==> src/rtl/irq_pkg.sv <==
// irq_pkg: shared FSM state encoding and default source count for ext_irq_controller.
package irq_pkg;
    typedef enum logic [1:0] {IDLE, REQ, SERV} state_t;
    localparam int NSRC_DEFAULT = 8;
endpackage

==> src/rtl/irq_sync.sv <==
// irq_sync: parametric-width two-flop synchronizer, asynchronous active-low reset.
module irq_sync #(
    parameter int W = 8
) (
    input  logic         clk,
    input  logic         rst_n,
    input  logic [W-1:0] d,
    output logic [W-1:0] q
);
    logic [W-1:0] meta;

    always_ff @(posedge clk or negedge rst_n) begin
        if (!rst_n) begin
            meta <= '0;
            q    <= '0;
        end else begin
            meta <= d;
            q    <= meta;
        end
    end
endmodule

==> src/rtl/ext_irq_controller.sv <==
// ext_irq_controller: edge-latching, maskable, fixed-priority external interrupt controller.
// Define IRQ_SYNC_EN to pass irq_src through a two-flop synchronizer before edge detection.
module ext_irq_controller
    import irq_pkg::*;
#(
    parameter int NSRC = NSRC_DEFAULT,
    parameter int IDW  = $clog2(NSRC)
) (
    input  logic            CLOCK_50,
    input  logic            reset,
    input  logic [NSRC-1:0] irq_src,
    input  logic            mask_we,
    input  logic [NSRC-1:0] mask_wdata,
    input  logic            eoi,
    input  logic            ExtIAck,
    output logic            ExtIRQ,
    output logic [IDW-1:0]  irq_id,
    output logic [NSRC-1:0] pending,
    output logic            in_service
);
    state_t          state, next_state;
    logic [NSRC-1:0] src_s, src_prev, mask, eligible, clr;
    logic            load_id;

`ifdef IRQ_SYNC_EN
    irq_sync #(.W(NSRC)) u_sync (
        .clk  (CLOCK_50),
        .rst_n(reset),
        .d    (irq_src),
        .q    (src_s)
    );
`else
    assign src_s = irq_src;
`endif

    function automatic logic [IDW-1:0] lowest(input logic [NSRC-1:0] v);
        lowest = '0;
        for (int i = NSRC - 1; i >= 0; i--)
            if (v[i]) lowest = IDW'(i);
    endfunction

    assign eligible = pending & mask;
    assign clr      = (state == REQ && ExtIAck) ? (NSRC'(1) << irq_id) : '0;

    always_comb begin
        next_state = state;
        load_id    = 1'b0;
        case (state)
            IDLE: if (|eligible) begin
                next_state = REQ;
                load_id    = 1'b1;
            end
            REQ:     next_state = ExtIAck ? SERV : REQ;
            SERV:    next_state = eoi ? IDLE : SERV;
            default: next_state = IDLE;
        endcase
    end

    // A new edge landing on the acknowledge cycle survives the clear.
    always_ff @(posedge CLOCK_50 or negedge reset) begin
        if (!reset) begin
            state      <= IDLE;
            src_prev   <= '0;
            pending    <= '0;
            mask       <= '0;
            irq_id     <= '0;
            ExtIRQ     <= 1'b0;
            in_service <= 1'b0;
        end else begin
            state      <= next_state;
            src_prev   <= src_s;
            pending    <= (pending & ~clr) | (src_s & ~src_prev);
            mask       <= mask_we ? mask_wdata : mask;
            irq_id     <= load_id ? lowest(eligible) : irq_id;
            ExtIRQ     <= next_state == REQ;
            in_service <= next_state == SERV;
        end
    end
endmodule
==> config.mk <==
export PLATFORM = sky130hd
export DESIGN_NAME = ext_irq_controller
export DESIGN_NICKNAME = d
export VERILOG_FILES = /design/src/rtl/irq_pkg.sv /design/src/rtl/irq_sync.sv /design/src/rtl/ext_irq_controller.sv
export SDC_FILE = /design/constraint.sdc
export NUM_CORES = 1
export LEC_CHECK = 0
export ABC_AREA = 1
export ABC_CLOCK_PERIOD_IN_PS = 1200
export BUFFER_PORTS_ARGS = -buffer_cell sky130_fd_sc_hd__buf_2
export CORE_MARGIN = 2
export CORE_UTILIZATION = 40
export CTS_CLUSTER_SIZE = 24
export DETAILED_ROUTE_END_ITERATION = 12
export MAX_ROUTING_LAYER = met4
export PLACE_DENSITY_LB_ADDON = 0.25
export SLEW_MARGIN = 20
export SYNTH_ARGS = -nofsm -noshare
export SYNTH_HDL_FRONTEND = slang
export SYNTH_HIERARCHICAL = 1
export SYNTH_SLANG_ARGS = --single-unit
==> constraint.sdc <==
create_clock -name CLOCK_50 -period 1.2 [get_ports CLOCK_50]
set_clock_uncertainty 0.15 [all_clocks]
set_input_delay 0.24 -clock CLOCK_50 [delete_from_list [all_inputs] [get_ports CLOCK_50]]
set_output_delay 0.24 -clock CLOCK_50 [all_outputs]
set_load 0.1 [all_outputs]
==> impl.org, run 1 <==
** Outcome
- Outcome :: complete, but fails checks
- Violated checks :: setup timing

** Routing
- Dividing the detail-routed via count by the number of cells gives 4.80.
- Initial DRT Pass Iterations :: 4
- Iteration-0 DRC count of the detailed router :: 32
- Count of antenna-violating nets left after detailed routing :: 0
- Wire per inst :: 13.9 um
- Total wire length :: 3.18 mm
- DRC violations left :: 0
- Overall via count from detail_route :: 1100

** Die
- Horiz. Die Dim :: 59.7 um
- For this configuration, the core starts out at a cell density of 41.3%.
- Placeable Area :: about 3000 um^2
- In this run the count of I/O pins placed on the die edge is 34.
- Total die area :: 3560 um^2
- Height of the chip :: between 50 and 60 um
- The floorplan has 20 rows.

** Yosys
- Counting every instance in the synthesized netlist gives around 120.
- Post-Synthesis Net Count :: between 100 and 150
- Share of the yosys chip area belonging to registers :: 62.6%
- Share of Yosys cell area claimed by the top area cell type :: 62.6%
- Number of warnings reported in the yosys synthesis log :: 6
- Ranking of synthesized cells by area :: sky130_fd_sc_hd__dfrtp_1 63%, sky130_fd_sc_hd__nand2_1 9.1%, sky130_fd_sc_hd__o21ai_1 7.3%
- In this run, synthesis produced a sequential element count of 31.
- Yosys top cell by area :: sky130_fd_sc_hd__dfrtp_1
- The synthesized netlist occupies a cell area of 1240 um^2.
- Number of unique standard cell types used by synthesis :: 15
- Dividing the synthesized area by the synthesized cell count gives 10.5 um^2.

** Final layout
- From synthesis to final layout, the design area changed by 76.7%.
- Ratio of cells with drive above 1 in the final layout :: 54.6%
- Antenna Diode Count :: 0
- Net count reported at finish :: 216
- Leaving out fill and tap cells, the most frequent cells in the layout are 24 x sky130_fd_sc_hd__nand2_1, 20 x sky130_fd_sc_hd__buf_2, 18 x sky130_fd_sc_hd__dfrtp_1.
- Non-filler cells, final :: 229
- Leaving out fill and tap cells, the most frequent cell in the layout is sky130_fd_sc_hd__nand2_1.

** Setup path
- CP endpoint kind :: primary output
- In this run the register-to-register setup slack is -0.24 ns.
- Reg-to-Reg Start :: pending[2]
- Endpoint of the most critical register-to-register path :: irq_id[2]
- Worst endpoint required time :: a little over 0.8 ns
- Number of cells on the worst reg-to-reg path :: 8
- STA classifies the critical path startpoint as a flip-flop.
- Along the worst path, the maximum fanout reaches 2.
- The worst setup path is of the reg -> out kind.
- Arrival @ worst endpoint :: 1.11 ns
- Worst Setup SP :: pending[0]

** Timing
- Hold Violations, Final :: 0
- Dividing the final minimum period by the clock period gives 125%.
- In the final timing run, aggregate negative setup slack is -5.05 ns.
- Setup violations remaining at the end of the flow were counted as 26.
- Headroom to the max-slew limit came out at 82.6%.
- The smallest clock period supported by the final layout is computed as 1.50 ns.
- After layout, the worst setup slack is -0.301 ns.
- RSZ-0062 raised after global routing :: yes
- For the pin with the worst max-slew slack, the measured transition is 0.261 ns.
- Fin. max-slew vios :: 0
- Timing would allow up to 0.666 GHz.

** Placement
- Port buffering added 33 buffers.
- Placement Setup Slack :: -0.166 ns
- Detailed placement ended at an HPWL of between 2 and 2.5 mm.
- Weighted congestion at the end of routability-driven global placement :: 0.858
- # placed instances :: around 200

** CTS
- Worst-Skew Late Latency :: ~0.33 ns
- In this run the clock root is driven by a sky130_fd_sc_hd__clkbuf_4.
- TritonCTS built the clock tree.
- Sink count of the clock tree :: 31
- Deepest clock path buffer count :: 2
- TritonCTS Buffers :: 5
- Number of H-tree levels :: 2
- After clock tree synthesis, the clock-pin slew on the worst setup and hold paths is 0.10 ns.

** Global routing
- Overall overflow remaining after global route :: 0
- The initial antenna violation count came to 0.
- Number of global-route vias before repair :: 1160
- Global-route wire length before repair :: 5.11 mm
- Global-route usage over all layers :: 20.4%
- Entering global routing, the biggest net connects 32 pins.

** Min path
- Endpoint, Worst Hold :: mask[3]
- Count of cells along the worst hold path :: 2
- The path class of the tightest hold or removal check is in -> reg.
- The startpoint identified for the worst hold timing path is mask_wdata[3].

** Power and ir drop
- Power per standard cell area :: 2540 nW/um^2
- Peak VDD IR :: 1.46 mV
- Pleak :: 1.07 nW
- After layout, the design draws a total of ~5.6 mW.

** Run
- Max-cap viol count :: 0
## synthesized netlist by cell type, drive strengths merged
master and count:
o22ai 2, a31o 1, nor2 5, dfrtp 31
nor3 1, o21ai 18, mux2 8, nand2 32
inv 16, or2 1, a21oi 1, nand3b 1
buf 1
## state kept, by name, summed over array words and instances (netlist names)
| register | flops |
|---|---|
| mask | 8 |
| pending | 8 |
| src_prev | 8 |
| irq_id | 3 |
| state | 2 |
| ExtIRQ | 1 |
| in_service | 1 |
## critical path, cell delays in order (launching register included)
cell and delay (ns):
sky130_fd_sc_hd__dfrtp_4 0.50, sky130_fd_sc_hd__buf_6 0.13, sky130_fd_sc_hd__buf_12 0.16
## timing repair
action,CTS,global route
pin swaps,0,2
hold buffers,15,0
setup buffers,7,2
endpoints found under the setup margin,26,28
resized for setup,10,10
endpoints found under the hold margin,53,0
## stage by stage
stage / cell area (um^2) / hold slack (ns) / util [%]
finish: 2190 / 0.00481 / 72.9
global route: 2190 / 0.00697 / 72.9
CTS: 2140 / 0.00501 / 71.1
detailed placement: 1810 / 0.0547 / 60.3
global placement: 1810 / 0.0554 / 60.3
floorplan: 1290 / -0.206 / -
## worst max-delay path by stage
stage                 endpoint  slack (ns)  cells past startpoint
CTS                 pending[5]       -0.31                      2
global placement     irq_id[1]       -0.12                      7
floorplan            irq_id[1]       -0.27                      7
finish              pending[0]       -0.30                      2
global route        pending[0]       -0.33                      2
detailed placement   irq_id[1]       -0.17                      7
## layer usage
layer | track usage, % | share of wire (%) | up-vias
met5 | - | 0 | -
met4 | 2.86 | 0.44 | 0
met3 | 5.19 | 5.2 | 2
met2 | 38.2 | 57 | 32
met1 | 22.0 | 37 | 532
li1 | - | - | 534
## power by group
part           internal (mW)  switching [mW]  total (mW)
registers               1.35           0.179        1.53
clock network          0.492           0.363       0.856
logic                   1.28            1.89        3.17
## final cells by class
| type | instances | area (um^2) |
|---|---|---|
| Clock buffer | 6 | 51.3 |
| Clock inverter | 2 | 35.0 |
| Fill cell | 220 | 815 |
| Inverter | 16 | 60.1 |
| Multi-Input combinational cell | 70 | 455 |
| Sequential cell | 31 | 820 |
| Tap cell | 33 | 41.3 |
| Timing Repair Buffer | 71 | 726 |
## logic make-up after synthesis
| kind of cell | synth area share, % |
|---|---|
| AND/OR/NAND/NOR | 15.5 |
| flip-flops | 62.6 |
| AO/OA/AOI/OAI | 9.39 |
| buffers and inverters | 5.25 |
| multiplexers | 7.27 |
No activity file was read; power rests on OpenSTA's default activity.
==> run 2: changes to the inputs <==
--- a/config.mk
+++ b/config.mk
@@ -13,7 +13,7 @@
 export CTS_CLUSTER_SIZE = 24
 export DETAILED_ROUTE_END_ITERATION = 12
 export MAX_ROUTING_LAYER = met4
-export PLACE_DENSITY_LB_ADDON = 0.25
+export PLACE_DENSITY = 0.66
 export SLEW_MARGIN = 20
 export SYNTH_ARGS = -nofsm -noshare
 export SYNTH_HDL_FRONTEND = slang
==> run 2 against run 1 <==
Effect of this change:
- die area stayed put
- flip-flop and latch count stayed put
- clock-buffer cell count rose by 1
- worst setup slack got worse by 0.026 ns
- design area up 1.1%
- sequential power barely moved
- register-to-register slack improved by 0.02 ns
- combinational power increased by 2%
- the flow still finishes with violations (setup timing)
- via count rose by 1.3%
- largest power group unchanged
==> impl.org, run 2 (synthesis results as in run 1) <==
** Setup path
- Critical path's largest stage delay :: 0.51 ns
- For the worst setup path, the data arrival time is roughly 1.1 ns.
- CP endpoint kind :: primary output
- Critical-path cell list :: buf_6 > buf_12
- Counting both buffers and inverters, the worst setup path holds a total of 2.
- Tracing the worst setup path back leads to its startpoint at pending[6].
- The worst register-to-register path begins at pending[7].
- Kind of cell with the highest combined delay on the critical path :: flip-flops
- Maximum fanout encountered on the critical timing path :: 2
- Critical path launch point type :: flip-flop
- Type of the worst setup path :: reg -> out
- Worst endpoint required time :: 0.81 ns
- Critical Path Slowest Stage Cell :: sky130_fd_sc_hd__dfrtp_4

** Final layout
- In the final design database the tool counted 218 nets.
- Multi-input gate area :: 478 um^2
- Filler Cell Count :: 209
- In the final layout, flip-flops and latches occupy 820 um^2.
- Growth of design area from synthesis to finish :: 78.7%
- The repair_antennas step left the layout with diodes totalling 0.
- Ratio of cells with drive above 1 in the final layout :: 55.6%
- The largest registers in the layout are mask x8, pending x8, src_prev x8.
- Leaving out fill and tap cells, the most frequent cells in the layout are 20 x sky130_fd_sc_hd__nand2_1, 20 x sky130_fd_sc_hd__buf_2, 19 x sky130_fd_sc_hd__dlygate4sd3_1.

** Global routing
- The first global-routing pass estimated 4.88 mm of wire.
- Global routing consumed, over all layers together, 20.8% of the routing resources.
- Number of global-route vias before repair :: 1146
- For this run, global-route usage on met1 was measured as 21.9%.
- In the global route stage, met2 resource usage came out at 34.3%.
- After global routing, the most crowded layer is met2.
- Met3 Usage GRT :: a little under 8%
- Overall overflow remaining after global route :: 0
- Pin count of the biggest net entering global routing :: 32
- Antenna violations before repair :: 0

** Routing
- Once detail routing completed, the nets flagged for antenna violations numbered 0.
- Iteration-0 DRC count of the detailed router :: 37
- After detailed routing, the total wire length is 3.33 mm.
- Detailed routing inserted a total of approximately 1100 vias.
- After detailed routing, the number of vias per cell comes to 4.82.
- Initial DRT Pass Iterations :: 4
- In the final routed layout, each cell accounts on average for 14.4 um.
- DRC violations left :: 0

** Timing
- Headroom to the max-slew limit :: 83.7%
- Fin. max-slew vios :: 0
- Dividing the final minimum period by the clock period gives 127%.
- RSZ-0062 raised after global routing :: yes
- Setup violations remaining at the end of the flow were counted as 26.
- At the pin with the least slew margin, the transition time is between 0.2 and 0.25 ns.
- Total negative slack :: -5.45 ns
- Maximum clock rate :: 0.655 GHz
- The smallest clock period supported by the final layout is computed as roughly 1.5 ns.
- Smallest hold slack :: approximately 0.14 ns
- The hold violation total from the final report is 0.
- Across all setup checks in the final design, the least slack found is -0.327 ns.

** CTS
- Sink count of the clock tree :: 31
- After clock tree synthesis, the clock-pin slew on the worst setup and hold paths is about 0.1 ns.
- Clock tree synthesis inserted a total of 5 buffers.
- The tree is rooted in a sky130_fd_sc_hd__clkbuf_4.
- TritonCTS built the clock tree.
- Deepest clock path buffer count :: 2
- Worst-Skew Late Latency :: 0.34 ns
- Number of H-tree levels :: 2

** Run
- Max-cap viol count :: 0

** Power and ir drop
- Power per standard cell area :: 2440 nW/um^2
- Pleak :: 1.07 nW
- IR analysis of the VDD net gives a maximum drop of 1.39 mV.

** Die
- For this configuration, the core starts out at a cell density of 41.3%.
- The core region is 3000 um^2.
- In this run the vertical extent of the chip is 59.7 um.
- The floorplan step defined a die boundary enclosing 3560 um^2.
- The initialized floorplan defines 20 standard-cell rows.
- Pin placement for this block handled 34 I/O pins.
- The floorplan step set the die width to 59.7 um.

** Placement
- Weighted congestion at the end of routability-driven global placement :: 0.870
- Number of input and output port buffers inserted :: 33
- Detail Placement HPWL :: 1.98 mm

** Min path
- Worst hold path type :: in -> reg
- Startpoint of the tightest hold check path :: ExtIAck

** Outcome
- The run finished, with violations left.
- The checks that failed: setup timing.
[run 2: what timing repair did]
action,4_1_cts,5_1_grt
gates resized for setup,14,15
buffers inserted,8,0
setup endpoints to repair,26,28
endpoints found under the hold margin,59,0
pin swaps,8,3
hold buffers,19,0
[run 2: worst paths after layout]
kind | slack [ns] | end | cells past startpoint
worst max-delay path | -0.33 | pending[6] | 2
worst min-delay path | 0.14 | state[1] | 3
worst max register to register | -0.22 | irq_id[1] | 7
worst min register to register | 0.26 | pending[4] | 1
max in group asynchronous | 0.47 | pending[7] | 3
min in group asynchronous | 0.23 | irq_id[0] | 3
[run 2: final cells by class]
| type | instances | share of cell area (%) |
|---|---|---|
| Clock buffer | 7 | 2.49 |
| Clock inverter | 1 | 0.226 |
| Inverter | 16 | 2.71 |
| Multi-Input combinational cell | 70 | 21.6 |
| Sequential cell | 31 | 37.0 |
| Tap cell | 33 | 1.87 |
| Timing Repair Buffer | 73 | 34.1 |
[run 2: layer usage]
metal	up-vias	wire length [um]
li1	537	-
met1	531	1380
met2	38	1680
met3	8	171
met4	0	95
met5	-	0
[run 2: tightest hold or removal path: stages]
cell                      delay, ns
sky130_fd_sc_hd__buf_2         0.09
sky130_fd_sc_hd__inv_1         0.11
sky130_fd_sc_hd__o22ai_2       0.13
[run 2: report_power, final]
part / switching, mW / internal [mW]
logic: 1.92 / 1.31
clock network: 0.357 / 0.283
registers: 0.197 / 1.35
total: 2.47 / 2.94
[run 2: stage by stage]
stage	worst slack [ns]	utilization [%]	area [um^2]	std cells	power (mW)
after floorplan	-0.274	-	1290	118	3.18
after CTS	-0.330	71.9	2160	231	5.26
final	-0.327	73.7	2210	231	5.41
after global placement	-0.123	60.5	1820	198	4.29
after detailed placement	-0.183	60.5	1820	198	4.33
after global routing	-0.356	73.7	2210	231	5.62
